## src/rtl/dct_pkg.sv

```systemverilog
// -----------------------------------------------------------------------------
// dct_pkg
// Shared constants and types for the 8-point DCT frame sequencer.
//   N_PTS        points per frame
//   IDX_W        width of a coefficient / sample index
//   DEF_DIN_W    default sample width (signed)
//   DEF_DOUT_W   default coefficient width (signed)
//   dct_state_t  core FSM states
//   sample_t     default-width signed sample
//   coef_t       default-width signed coefficient
// -----------------------------------------------------------------------------
package dct_pkg;

    localparam int N_PTS      = 8;
    localparam int IDX_W      = 3;
    localparam int DEF_DIN_W  = 8;
    localparam int DEF_DOUT_W = 19;

    typedef enum logic [1:0] {
        S_IDLE  = 2'd0,
        S_WAIT  = 2'd1,
        S_DRAIN = 2'd2
    } dct_state_t;

    typedef logic signed [DEF_DIN_W-1:0]  sample_t;
    typedef logic signed [DEF_DOUT_W-1:0] coef_t;

endpackage

```

## src/rtl/dct_sample_buf.sv

```systemverilog
// -----------------------------------------------------------------------------
// dct_sample_buf
// Collects serial samples into an N_PTS-entry frame buffer.
//   clk, rst_n   clock, asynchronous active-low reset
//   in_valid     sample valid
//   in_data      sample value
//   clear        empties the buffer (frame handed to the core)
//   in_ready     high while fewer than N_PTS samples are held
//   full         registered frame-complete flag (lags the counter by one cycle)
//   frame        buffered frame, sample k at [k*DIN_W +: DIN_W]
// -----------------------------------------------------------------------------
module dct_sample_buf
    import dct_pkg::*;
#(
    parameter int DIN_W = DEF_DIN_W
) (
    input  logic                   clk,
    input  logic                   rst_n,
    input  logic                   in_valid,
    input  logic [DIN_W-1:0]       in_data,
    input  logic                   clear,
    output logic                   in_ready,
    output logic                   full,
    output logic [N_PTS*DIN_W-1:0] frame
);

    localparam int CNT_W = $clog2(N_PTS + 1);

    logic [CNT_W-1:0]       fill_cnt_r;
    logic [N_PTS*DIN_W-1:0] buf_r;
    logic                   full_r;
    logic                   take_s;

    assign in_ready = (fill_cnt_r < CNT_W'(N_PTS));
    assign take_s   = in_valid & in_ready;
    assign full     = full_r;
    assign frame    = buf_r;

    // Fill counter and sample storage; clear only ever arrives while the
    // buffer is full, so it can never collide with an accepted sample.
    always_ff @(posedge clk or negedge rst_n) begin
        if (!rst_n) begin
            fill_cnt_r <= '0;
            buf_r      <= '0;
        end else if (clear) begin
            fill_cnt_r <= '0;
        end else if (take_s) begin
            buf_r[fill_cnt_r[IDX_W-1:0]*DIN_W +: DIN_W] <= in_data;
            fill_cnt_r <= fill_cnt_r + CNT_W'(1);
        end
    end

    // Registered full flag keeps the launch decision off the input path.
    always_ff @(posedge clk or negedge rst_n) begin
        if (!rst_n) begin
            full_r <= 1'b0;
        end else if (clear) begin
            full_r <= 1'b0;
        end else begin
            full_r <= (fill_cnt_r == CNT_W'(N_PTS));
        end
    end

endmodule

```

## src/rtl/dct_frame_ctrl.sv

```systemverilog
// -----------------------------------------------------------------------------
// dct_frame_ctrl
// Sequencer for the 8-point DCT array: frames serial samples, launches the
// DCT, waits DCT_LAT cycles, captures the coefficients and streams them out
// with valid/ready backpressure.
// Optional build macro: DCT_CTRL_THRESH_EN -- zero captured coefficients
// whose magnitude is below thresh. Undefined: thresh is ignored.
//   clk, rst_n            clock, asynchronous active-low reset
//   in_valid/in_data/in_ready   serial sample input
//   dct_in, dct_en, dct_cs      frame and controls toward the DCT
//   dct_z                 DCT result, Zk at [k*DOUT_W +: DOUT_W]
//   thresh                zeroing threshold (unsigned)
//   out_valid/out_data/out_idx/out_last/out_ready   coefficient stream
//   busy                  core FSM not idle
//   frame_cnt             completed frames, wraps
// -----------------------------------------------------------------------------
module dct_frame_ctrl
    import dct_pkg::*;
#(
    parameter int DIN_W   = DEF_DIN_W,
    parameter int DOUT_W  = DEF_DOUT_W,
    parameter int DCT_LAT = 2,
    parameter int FCNT_W  = 16
) (
    input  logic                    clk,
    input  logic                    rst_n,
    input  logic                    in_valid,
    input  logic [DIN_W-1:0]        in_data,
    output logic                    in_ready,
    output logic [N_PTS*DIN_W-1:0]  dct_in,
    output logic                    dct_en,
    output logic                    dct_cs,
    input  logic [N_PTS*DOUT_W-1:0] dct_z,
    input  logic [DOUT_W-2:0]       thresh,
    output logic                    out_valid,
    output logic [DOUT_W-1:0]       out_data,
    output logic [IDX_W-1:0]        out_idx,
    output logic                    out_last,
    input  logic                    out_ready,
    output logic                    busy,
    output logic [FCNT_W-1:0]       frame_cnt
);

    localparam int WCNT_W = (DCT_LAT > 0) ? $clog2(DCT_LAT + 1) : 1;

    dct_state_t               state_r;
    logic [WCNT_W-1:0]        wcnt_r;
    logic [IDX_W-1:0]         idx_r;
    logic [DOUT_W-1:0]        coef_r [N_PTS];
    logic [DOUT_W-1:0]        cap_s  [N_PTS];
    logic [N_PTS*DIN_W-1:0]   frame_s;
    logic                     full_s;
    logic                     clear_s;

    logic [N_PTS*DIN_W-1:0]   dct_in_r;
    logic                     dct_en_r;
    logic                     dct_cs_r;
    logic                     out_valid_r;
    logic [DOUT_W-1:0]        out_data_r;
    logic [IDX_W-1:0]         out_idx_r;
    logic                     out_last_r;
    logic                     busy_r;
    logic [FCNT_W-1:0]        frame_cnt_r;

`ifdef DCT_CTRL_THRESH_EN
    // Magnitude is taken one bit wider so the most negative code cannot wrap.
    function automatic logic [DOUT_W-1:0] thresh_zero(input logic [DOUT_W-1:0] z,
                                                      input logic [DOUT_W-2:0] th);
        logic [DOUT_W:0] ext;
        logic [DOUT_W:0] mag;
        ext = {z[DOUT_W-1], z};
        if (z[DOUT_W-1]) begin
            mag = (~ext) + {{DOUT_W{1'b0}}, 1'b1};
        end else begin
            mag = ext;
        end
        if (mag < {2'b00, th}) begin
            thresh_zero = '0;
        end else begin
            thresh_zero = z;
        end
    endfunction
`else
    logic thresh_unused_s;
    assign thresh_unused_s = ^thresh;
`endif

    dct_sample_buf #(
        .DIN_W    (DIN_W)
    ) u_buf (
        .clk      (clk),
        .rst_n    (rst_n),
        .in_valid (in_valid),
        .in_data  (in_data),
        .clear    (clear_s),
        .in_ready (in_ready),
        .full     (full_s),
        .frame    (frame_s)
    );

    // The buffer is emptied on the same edge the frame is handed to the DCT.
    assign clear_s = (state_r == S_IDLE) && full_s;

    // Coefficient values as they will be captured (optionally thresholded).
    always_comb begin
        for (int k = 0; k < N_PTS; k++) begin
`ifdef DCT_CTRL_THRESH_EN
            cap_s[k] = thresh_zero(dct_z[k*DOUT_W +: DOUT_W], thresh);
`else
            cap_s[k] = dct_z[k*DOUT_W +: DOUT_W];
`endif
        end
    end

    // Core FSM: launch, fixed-latency wait, capture, serial drain.
    always_ff @(posedge clk or negedge rst_n) begin
        if (!rst_n) begin
            state_r     <= S_IDLE;
            wcnt_r      <= '0;
            idx_r       <= '0;
            dct_in_r    <= '0;
            dct_en_r    <= 1'b0;
            dct_cs_r    <= 1'b0;
            out_valid_r <= 1'b0;
            out_data_r  <= '0;
            out_idx_r   <= '0;
            out_last_r  <= 1'b0;
            busy_r      <= 1'b0;
            frame_cnt_r <= '0;
            for (int k = 0; k < N_PTS; k++) begin
                coef_r[k] <= '0;
            end
        end else begin
            case (state_r)
                S_IDLE: begin
                    if (full_s) begin
                        dct_in_r <= frame_s;
                        dct_en_r <= 1'b1;
                        dct_cs_r <= 1'b1;
                        wcnt_r   <= '0;
                        busy_r   <= 1'b1;
                        state_r  <= S_WAIT;
                    end
                end
                S_WAIT: begin
                    dct_en_r <= 1'b0;
                    if (wcnt_r == WCNT_W'(DCT_LAT)) begin
                        for (int k = 0; k < N_PTS; k++) begin
                            coef_r[k] <= cap_s[k];
                        end
                        dct_cs_r    <= 1'b0;
                        idx_r       <= '0;
                        out_valid_r <= 1'b1;
                        out_data_r  <= cap_s[0];
                        out_idx_r   <= '0;
                        out_last_r  <= 1'b0;
                        state_r     <= S_DRAIN;
                    end else begin
                        wcnt_r <= wcnt_r + WCNT_W'(1);
                    end
                end
                S_DRAIN: begin
                    // out_valid is always high here, so out_ready alone is the handshake.
                    if (out_ready) begin
                        if (idx_r == IDX_W'(N_PTS - 1)) begin
                            out_valid_r <= 1'b0;
                            out_last_r  <= 1'b0;
                            out_data_r  <= '0;
                            out_idx_r   <= '0;
                            frame_cnt_r <= frame_cnt_r + FCNT_W'(1);
                            busy_r      <= 1'b0;
                            state_r     <= S_IDLE;
                        end else begin
                            idx_r      <= idx_r + IDX_W'(1);
                            out_idx_r  <= idx_r + IDX_W'(1);
                            out_data_r <= coef_r[idx_r + IDX_W'(1)];
                            out_last_r <= ((idx_r + IDX_W'(1)) == IDX_W'(N_PTS - 1));
                        end
                    end
                end
                default: begin
                    state_r <= S_IDLE;
                end
            endcase
        end
    end

    assign dct_in    = dct_in_r;
    assign dct_en    = dct_en_r;
    assign dct_cs    = dct_cs_r;
    assign out_valid = out_valid_r;
    assign out_data  = out_data_r;
    assign out_idx   = out_idx_r;
    assign out_last  = out_last_r;
    assign busy      = busy_r;
    assign frame_cnt = frame_cnt_r;

endmodule

```

## config.mk

```make
export PLATFORM = sky130hd
export DESIGN_NAME = dct_frame_ctrl
export DESIGN_NICKNAME = d
export VERILOG_FILES = /design/src/rtl/dct_pkg.sv /design/src/rtl/dct_sample_buf.sv /design/src/rtl/dct_frame_ctrl.sv
export SDC_FILE = /design/constraint.sdc
export NUM_CORES = 1
export LEC_CHECK = 0
export ABC_CLOCK_PERIOD_IN_PS = 3900
export CORE_ASPECT_RATIO = 0.8
export CORE_MARGIN = 2
export CORE_UTILIZATION = 52
export DETAILED_ROUTE_END_ITERATION = 8
export PLACE_DENSITY = 0.9
export SLEW_MARGIN = 10
export SYNTH_ARGS = -nofsm -noshare
export SYNTH_HDL_FRONTEND = slang
export SYNTH_SLANG_ARGS = --single-unit
```

## constraint.sdc

```tcl
create_clock -name clk -period 3.9 [get_ports clk]
set_input_delay 0.975 -clock clk [delete_from_list [all_inputs] [get_ports clk]]
set_output_delay 0.975 -clock clk [all_outputs]
set_load 0.01 [all_outputs]
```

* Word-level counts from Yosys, hierarchy flattened
Index checks and enable logic that the tools add are counted.
W data, S select, Z words.
** Word-level totals
- Output and inout bits :: 108
- Input bits :: 182
- Register bits :: 335
** Cells by class
- Bitwise logic cells :: 3
- Magnitude comparators :: 2
- Add/subtract/negate cells :: 5
- Shifts and indexed selects :: 2
- Equality and inequality tests :: 12
- Mux-type cells :: 38
- Reduce and logical (&&, ||, !) cells :: 18
** Operators with widths (count)
- $mux W19 :: 5
- $bwmux W64 :: 1
- $shift A8 B34 Y64 const A :: 1
- $shiftx A8 B34 Y64 :: 1
- $bmux W19 S3 :: 1
- $pmux W19 S2 :: 1
- $neg A6 Y34 :: 1
- $add A16 B1 Y16 const B :: 1
- $reduce_and A4 Y1 :: 4
- $mux W3 :: 5
- $mux W2 :: 6
- $pmux W3 S2 :: 2
- $reduce_and A3 Y1 :: 4
- $ne A2 B2 Y1 const B :: 5
- $pmux W1 S2 :: 5
- $mux W1 :: 8
- $mux W4 :: 2
- $reduce_and A2 Y1 :: 4
- $reduce_bool A2 Y1 :: 4
- $eq A3 B3 Y1 const B :: 2
- $pmux W2 S3 :: 1
- $add A4 B1 Y4 const B :: 1
- $eq A2 B2 Y1 const B :: 2
- $eq A4 B4 Y1 const B :: 1
- other kinds (12) :: 12

* Longest topological paths before layout
Gate-level depths: netlist of the first run.
- Word-level depth :: 8
- Depth in mapped cells :: 11

* By module
A second synthesis of the first run with hierarchy kept.
** Second synthesis, totals
- Cell total of the unflattened synthesis :: 1017
- Area, all modules :: 15041.9 µm²
** Modules (own cells, without submodules)
- dct_frame_ctrl :: cells each 806, times used 1, area each 12036.5 µm²
- dct_sample_buf :: cells each 211, times used 1, area each 3005.4 µm²

* Worst setup path before layout of the first run
OpenSTA, ideal clock, no wires.
- Path kind :: reg2reg
- Start :: register idx_r[0]
- End :: register out_data_r[16], in the netlist out_data[16]
- Library setup time :: 0.127 ns
- Path slack :: 1.168 ns
- Required time :: 3.773 ns
- Data arrival time :: 2.605 ns
- Cell stages (with the launch flop) :: 12
- Cell sequence :: dfrtp_1 > clkbuf_1 > buf_2 > buf_1 > inv_1 > ha_1 > and2_1 > clkbuf_1 > clkbuf_1 > a22oi_1 > nand3_1 > o21ai_0
** On the way
- Word-level cells in the longest chain between the ends :: 8
- Elaborated cells between the ends (all ways) :: 9
- Classes of those cells :: 1 x add/sub; 1 x eq/ne; 6 x mux; 1 x bitwise
** RTL lines
- from (decl) :: RTL line dct_frame_ctrl.sv:48 : logic [IDX_W-1:0] idx_r;
- from (signal assigned) :: RTL line dct_frame_ctrl.sv:174 : idx_r <= idx_r + IDX_W'(1);
- $add A3 B1 Y3 :: RTL line dct_frame_ctrl.sv:176 : out_data_r <= coef_r[idx_r + IDX_W'(1)];
- $not A3 Y4 (not written as such) :: RTL line dct_frame_ctrl.sv:176
- $bmux W19 S3 :: RTL line dct_frame_ctrl.sv:176
- $mux W19 (not written as such) (2 in series) :: RTL line dct_frame_ctrl.sv:176
- $mux W19 (*) :: RTL line dct_frame_ctrl.sv:165 : if (idx_r == IDX_W'(N_PTS - 1)) begin
- $mux W19 (*) :: RTL line dct_frame_ctrl.sv:164 : if (out_ready) begin
- $pmux W19 S2 (*) :: RTL line dct_frame_ctrl.sv:134 : case (state_r)
- to (signal assigned) :: RTL line dct_frame_ctrl.sv:154 : out_data_r <= cap_s[0];
- to (signal assigned) :: RTL line dct_frame_ctrl.sv:176
- to (decl) :: RTL line dct_frame_ctrl.sv:59 : logic [DOUT_W-1:0] out_data_r;
Mark *: on every way between the ends. The rest lies on a longest branch, timed or not. The select of a mux whose other input is x is not followed.
A chain may end at the register's enable or synchronous reset.

* Final worst setup path of the first run
- Start :: register u_buf.fill_cnt_r[0]
- End :: register u_buf.buf_r[47], in the netlist u_buf.frame[47]
** On the way
- Word-level cells in the longest chain between the ends :: 3
- Elaborated cells between the ends (all ways) :: 7
- Classes of those cells :: 1 x add/sub; 1 x order compare; 2 x shift; 1 x mux; 1 x bitwise; 1 x reduce/logical
** RTL lines
- from (decl) :: RTL line dct_sample_buf.sv:29 : logic [CNT_W-1:0] fill_cnt_r;
- from (signal assigned) :: RTL line dct_sample_buf.sv:49 : fill_cnt_r <= fill_cnt_r + CNT_W'(1);
- $neg A6 Y34 or $lt A4 B4 Y1 (tied branches) :: RTL line dct_sample_buf.sv:48, dct_sample_buf.sv:34
- $shiftx A8 B34 Y64 (tied with other cells) :: RTL line dct_sample_buf.sv:48 : buf_r[fill_cnt_r[IDX_W-1:0]*DIN_W +: DIN_W] <= in_data;
- $bwmux W64 or $reduce_and A2 Y1 (tied branches)
- to (signal, indexed assignment) :: RTL line dct_sample_buf.sv:48
- to (decl) :: RTL line dct_sample_buf.sv:30 : logic [N_PTS*DIN_W-1:0] buf_r;
Several ways; a longest one is shown, not always the timed one.

==> results of run 1 <==
==> registers in the layout, summed over array words and instances (netlist names) <==
| register | flops |
|---|---|
| coef_r | 152 |
| out_idx | 3 |
| idx_r | 3 |
| state_r | 2 |
| u_buf.fill_cnt_r | 4 |
| wcnt_r | 2 |
| dct_in | 64 |
| dct_en | 1 |
| out_last | 1 |
| u_buf.frame | 64 |
| out_data | 19 |
| out_valid | 1 |
| u_buf.full | 1 |
| busy | 1 |
| frame_cnt | 16 |
| dct_cs | 1 |
==> metal layers <==
layer / global-route usage, % / wire length [um]
met5: 0 / 0
met4: 8.31 / 1190
met3: 5.24 / 2270
met2: 38.9 / 16700
met1: 33.5 / 14900
==> logic make-up after synthesis <==
logic type                 after synthesis  share of synthesized area, %
buffers and inverters                   70                          1.94
and+or+nand+nor                        166                          6.11
AOI/OAI and AO/OA                      134                          5.61
muxes                                  341                          26.1
DFF                                    335                          58.2
adders and majority gates               12                          1.04
xor gates and xnor gates                17                          1.03
==> final timing paths <==
path                                                 start                           to  cells after the start
max in group asynchronous                            rst_n       coef_r[70]$_DFFE_PN0P_                      2
min in group clk                     out_valid$_DFFE_PN0P_        out_valid$_DFFE_PN0P_                      2
min                                                  rst_n       coef_r[61]$_DFFE_PN0P_                      1
max reg2reg                u_buf.fill_cnt_r[0]$_DFFE_PN0P_  u_buf.frame[47]$_DFFE_PN0P_                      6
max                        u_buf.fill_cnt_r[0]$_DFFE_PN0P_  u_buf.frame[47]$_DFFE_PN0P_                      6
min reg2reg                          out_valid$_DFFE_PN0P_        out_valid$_DFFE_PN0P_                      2
==> cell type report <==
| cell class | count | area [sq um] | share of cell area (%) |
|---|---|---|---|
| antenna | 1 | 2.50 | 0.0134 |
| clock buffer | 49 | 1020 | 5.46 |
| clock inverter | 8 | 97.6 | 0.523 |
| inverter | 11 | 41.3 | 0.221 |
| multi-input combinational | 670 | 5760 | 30.8 |
| sequential | 335 | 8390 | 44.9 |
| tap | 364 | 455 | 2.44 |
| timing repair buffer | 290 | 2910 | 15.6 |
==> power by group <==
part           internal, uW  switching (uW)
combinational           980            1220
sequential             3680             168
clock                  1950            1320
==> metrics by stage <==
stage | cells | total power, uW | cell area [sq um] | util [%] | hold WS, ns
floorplan | 1075 | 5120 | 14400 | - | 0.450
global placement | 1670 | 6030 | 17500 | 64.5 | 0.461
detailed placement | 1670 | 6070 | 17500 | 64.5 | 0.470
CTS | 1727 | 9350 | 18700 | 68.6 | 0.484
global route | 1727 | 9710 | 18700 | 68.6 | 0.511
finish | 1728 | 9300 | 18700 | 68.6 | 0.479
==> synth_stat cells, types with 15 or more instances <==
library cell / n
xnor2_1: 15
and2_1: 25
nand3_1: 26
clkbuf_1: 36
a21oi_1: 28
o22ai_1: 19
mux2_2: 264
dfrtp_1: 335
o21ai_0: 44
a22oi_1: 37
mux2i_1: 76
nand2_1: 59
==> worst register-to-register path: cells and delay by family (launching register included) <==
family                     cells  cell delay [ns]
buffers and inverters          1             0.20
and+or+nand+nor                2             1.02
DFF                            1             0.54
adders and majority gates      2             0.61
muxes                          1             0.35
==> flow_metrics.tcl, run 1 <==
set metrics [dict create \
    leakage_uw 0.00841 \
    cp-end-kind "register" \
    clk_latency_ns 0.50 \
    grt_pass1_wl_mm 56.3 \
    cts_tree "done" \
    setup_violations 0 \
    drive_above_1_share_pct 25.5 \
    post-route-period-util_pct 72.6 \
    vias 9733 \
    skew_ns 0.0284 \
    synth-seq-cells 335 \
    path_max_fanout 8 \
    drtIter0Drc 613 \
    numCtsBuffers 35 \
    syn-cell-area_sq_mm 0.0144 \
    clkSinkCount 335 \
    final_common_cell "dfrtp_1" \
    crit_path_top_delay_cell "nor4_1" \
    syn_inst 1075 \
    fillers 1845 \
    drt_pass1_iterations 7 \
    hold_violations 0 \
    cts_setup_buffers 0 \
    dieArea_sq_mm 0.0291 \
    root_buffer "clkbuf_16" \
    outcome "complete, no violations" \
    cpMostUsedCell "ha_1" \
    ios 290 \
    critPathBufInv 1 \
    antenna_found_initial 1 \
    hold_path_class "input port to async pin" \
    ant_nets 0 \
    wirelength_mm 35.0 \
    power.density_mw_per_mm2 498 \
    dp_worst_setup_slack_ns 0.727 \
    cp-start-kind "register" \
    synth_cell_types 38 \
    routedWlPerCell_um 20.3 \
    layout_common_cells "dfrtp_1 (334), clkdlybuf4s50_1 (270), mux2_2 (264)" \
    drv_slew 0 \
    synth_area_leader_cell "dfrtp_1" \
    fin_nets 1537 \
    synth.top_cell.area_share_pct 58.2 \
    synth_area_leaders "dfrtp_1 (58%), mux2_2 (21%), mux2i_1 (5.3%), a22oi_1 (1.9%), nand2_1 (1.5%)" \
    die_h_um 153 \
    clk_pin_slew_ns 0.06 \
    yosysWarnings 0 \
    drc 0 \
    rrSetupSlack_ns 1.07 \
    viasPerCell 5.63 \
    peakVddDrop_mv 0.422 \
    grt_pass1_vias 10500 \
    ys_seq_area_share_pct 58.2 \
    cts_hold_buffers 0 \
    syn_nets 1269 \
    cts.repair.resized 0 \
    critPathTopFamily "simple AND/OR/NAND/NOR gates" \
    worst_pin_slew_ns 1.09 \
    core_sq_mm 0.0272 \
    track_usage_pct 24.4 \
    htreeDepth 2 \
    max_cap_violations 0 \
    slew_headroom_pct 27.4 \
    postLayoutSetupSlackWorst_ns 1.07 \
    worstPathArrival_ns 3.21 \
    clockBufferDepth 3 \
    dp_hpwl_mm 24.1 \
    fin_crit_ns 2.83 \
    syn_to_final_growth_pct 29.6 \
    setup-tns-final_ns 0 \
    crit_required_ns 4.28 \
    synth_ff_type "dfrtp_1" \
    grt_overflow 0 \
    die_w_um 190 \
    fmax_ghz 0.353 \
    rsz0062_at_grt "false" \
    grt_max_degree 107 \
    critPathKind "register to register" \
    routabilityCongestion 0.841 \
    synthArstFlopShare_pct 100 \
    path_cells "inv_1 -> ha_1 -> ha_1 -> nor4_1 -> nand2_2 -> mux2_2" \
    initial_core_util_pct 52.9 \
    port-buffer-count 271 \
    synth_edf_count 0 \
    max_stage_delay_ns 0.70 \
    rows 54 \
    postSynthAreaPerCell_sq_um 13.4 \
]
Note: power is estimated with default switching activity, not from simulation.
==> run 2, diff against run 1 <==
ABC_CLOCK_PERIOD_IN_PS = 2500   (was 3900)
CORE_UTILIZATION = 47   (was 52)
PLACE_DENSITY = 0.86   (was 0.9)
clock period = 2.5 ns   (was 3.9 ns; I/O delays follow)
==> run 2 against run 1 <==
Compared with the run above:
- core utilization down 5.3 points
- register-to-register slack worse by 0.85 ns
- via count up 1.6%
- first-iteration DRC count down 13%
- clock-buffer cell count down 1
- total power up 62%
- die area up 10%
- critical path depth up 1
- sequential share of layout area down 1.1 points
- fmax up 24%
- cell area up 2.5%
- critical path type unchanged
- clock power up 68%
==> flow_metrics.tcl, run 2 (same netlist as run 1, synthesis figures left out) <==
set metrics [dict create \
    rsz0062_at_grt "false" \
    holdWs_ns 0.0286 \
    power.density_mw_per_mm2 786 \
    post-route-period-util_pct 91.1 \
    slew_headroom_pct 44.4 \
    r2r_start "u_buf.fill_cnt_r[1]$_DFFE_PN0P_" \
    dieArea_sq_mm 0.0321 \
    fmax_ghz 0.439 \
    clk_pin_slew_ns 0.06 \
    routabilityCongestion 0.835 \
    skew_ns 0.0320 \
    core_sq_mm 0.0302 \
    cts_hold_buffers 0 \
    hold_violations 0 \
    regToRegEndpoint "u_buf.frame[14]$_DFFE_PN0P_" \
    dp_hpwl_mm 25.6 \
    vias 9889 \
    postLayoutSetupSlackWorst_ns 0.223 \
    leakage_uw 0.00863 \
    antenna_found_initial 2 \
    ios 290 \
    top_register "coef_r" \
    ant_nets 0 \
    fin_crit_ns 2.28 \
    cts.repair.resized 0 \
    drv_slew 0 \
    rrSetupSlack_ns 0.22 \
    fin_nets 1567 \
    grt_max_degree 62 \
    critPathKind "register to register" \
    peakVddDrop_mv 0.642 \
    final_common_cell "dfrtp_1" \
    track_usage_pct 23.0 \
    die_h_um 161 \
    cts_tree "done" \
    cp-start-kind "register" \
    path_max_fanout 8 \
    clockBufferDepth 3 \
    syn_to_final_growth_pct 32.8 \
    grt_overflow 0 \
    grt_pass1_wl_mm 57.3 \
    routedWlPerCell_um 20.3 \
    numCtsBuffers 36 \
    setup-tns-final_ns 0 \
    drtIter0Drc 534 \
    drc 0 \
    htreeDepth 2 \
    max_cap_violations 0 \
    cts_setup_buffers 0 \
    rows 57 \
    grt_pass1_vias 10400 \
    outcome "complete, no violations" \
    layout_common_cells "dfrtp_1 (334), clkdlybuf4s50_1 (270), mux2_2 (264)" \
    drt_pass1_iterations 5 \
    clkSinkCount 335 \
    die_w_um 200 \
    hold_path_class "input port to async pin" \
    p_total_uw 15000 \
    dp_worst_setup_slack_ns 0.0613 \
    clk_latency_ns 0.52 \
    wirelength_mm 36.7 \
    setup_violations 0 \
    drive_above_1_share_pct 27.5 \
    largest_reg_flops 152 \
    root_buffer "clkbuf_16" \
    worstPathArrival_ns 2.67 \
    worst_pin_slew_ns 0.834 \
    viasPerCell 5.46 \
    crit_required_ns 2.90 \
    cp-end-kind "register" \
    diodes 0 \
    initial_core_util_pct 47.6 \
    rr_worst_depth 7 \
    port-buffer-count 271 \
]
-- run 2: cell types whose count changed in the layout (fill, tap and decap cells not counted), moves of 2 or more --
| cell | delta |
|---|---|
| buf_12 | +6 |
| buf_4 | +23 |
| clkinvlp_4 | +2 |
| clkinv_2 | +2 |
| clkbuf_8 | -3 |
| clkbuf_16 | +3 |
-- run 2: through the flow --
| stage | utilization (%) | instances | instance area, sq um |
|---|---|---|---|
| after floorplan | - | 1075 | 14400 |
| after global placement | 59.2 | 1748 | 17900 |
| after detailed placement | 59.2 | 1748 | 17900 |
| after CTS | 63.3 | 1811 | 19100 |
| after global routing | 63.3 | 1811 | 19100 |
| final | 63.3 | 1811 | 19100 |
-- run 2: area by class of cell --
class                           count  area [sq um]
Fill cell                        2319         11100
Sequential cell                   335          8390
Timing Repair Buffer              319          3200
Clock buffer                       48          1050
Multi-Input combinational cell    670          5760
Inverter                           11          41.3
Clock inverter                     15           178
Tap cell                          413           517
-- run 2: worst max path at each step --
stage / cells after the start / endpoint / from / slack, ns
after global routing: 7 / u_buf.frame[20]$_DFFE_PN0P_ / u_buf.fill_cnt_r[1]$_DFFE_PN0P_ / 0.09
final: 7 / u_buf.frame[14]$_DFFE_PN0P_ / u_buf.fill_cnt_r[1]$_DFFE_PN0P_ / 0.22
after CTS: 7 / u_buf.frame[20]$_DFFE_PN0P_ / u_buf.fill_cnt_r[1]$_DFFE_PN0P_ / 0.23
after global placement: 6 / u_buf.frame[37]$_DFFE_PN0P_ / in_valid / 0.12
after floorplan: 10 / out_data[16]$_DFFE_PN0P_ / idx_r[0]$_DFFE_PN0P_ / 0.01
after detailed placement: 6 / u_buf.frame[37]$_DFFE_PN0P_ / in_valid / 0.06
-- run 2: worst max-delay path, cell delays in order (launching register included) --
cell,delay (ns)
dfrtp_1,0.46
inv_1,0.11
ha_1,0.22
ha_1,0.33
nor4b_4,0.23
buf_4,0.17
nand2_1,0.25
mux2_2,0.37
-- run 2: per-layer routing --
layer	GRT usage (%)	vias to the layer above	routed length (um)
met2	36.3	285	17400
met5	0	-	0
met3	4.96	68	2170
met1	31.6	5068	16200
li1	-	4468	-
met4	7.74	0	1020
-- run 2: power by group --
| part | switching (uW) | internal, uW |
|---|---|---|
| registers | 254 | 5740 |
| logic | 1970 | 1610 |
| clock network | 2200 | 3270 |
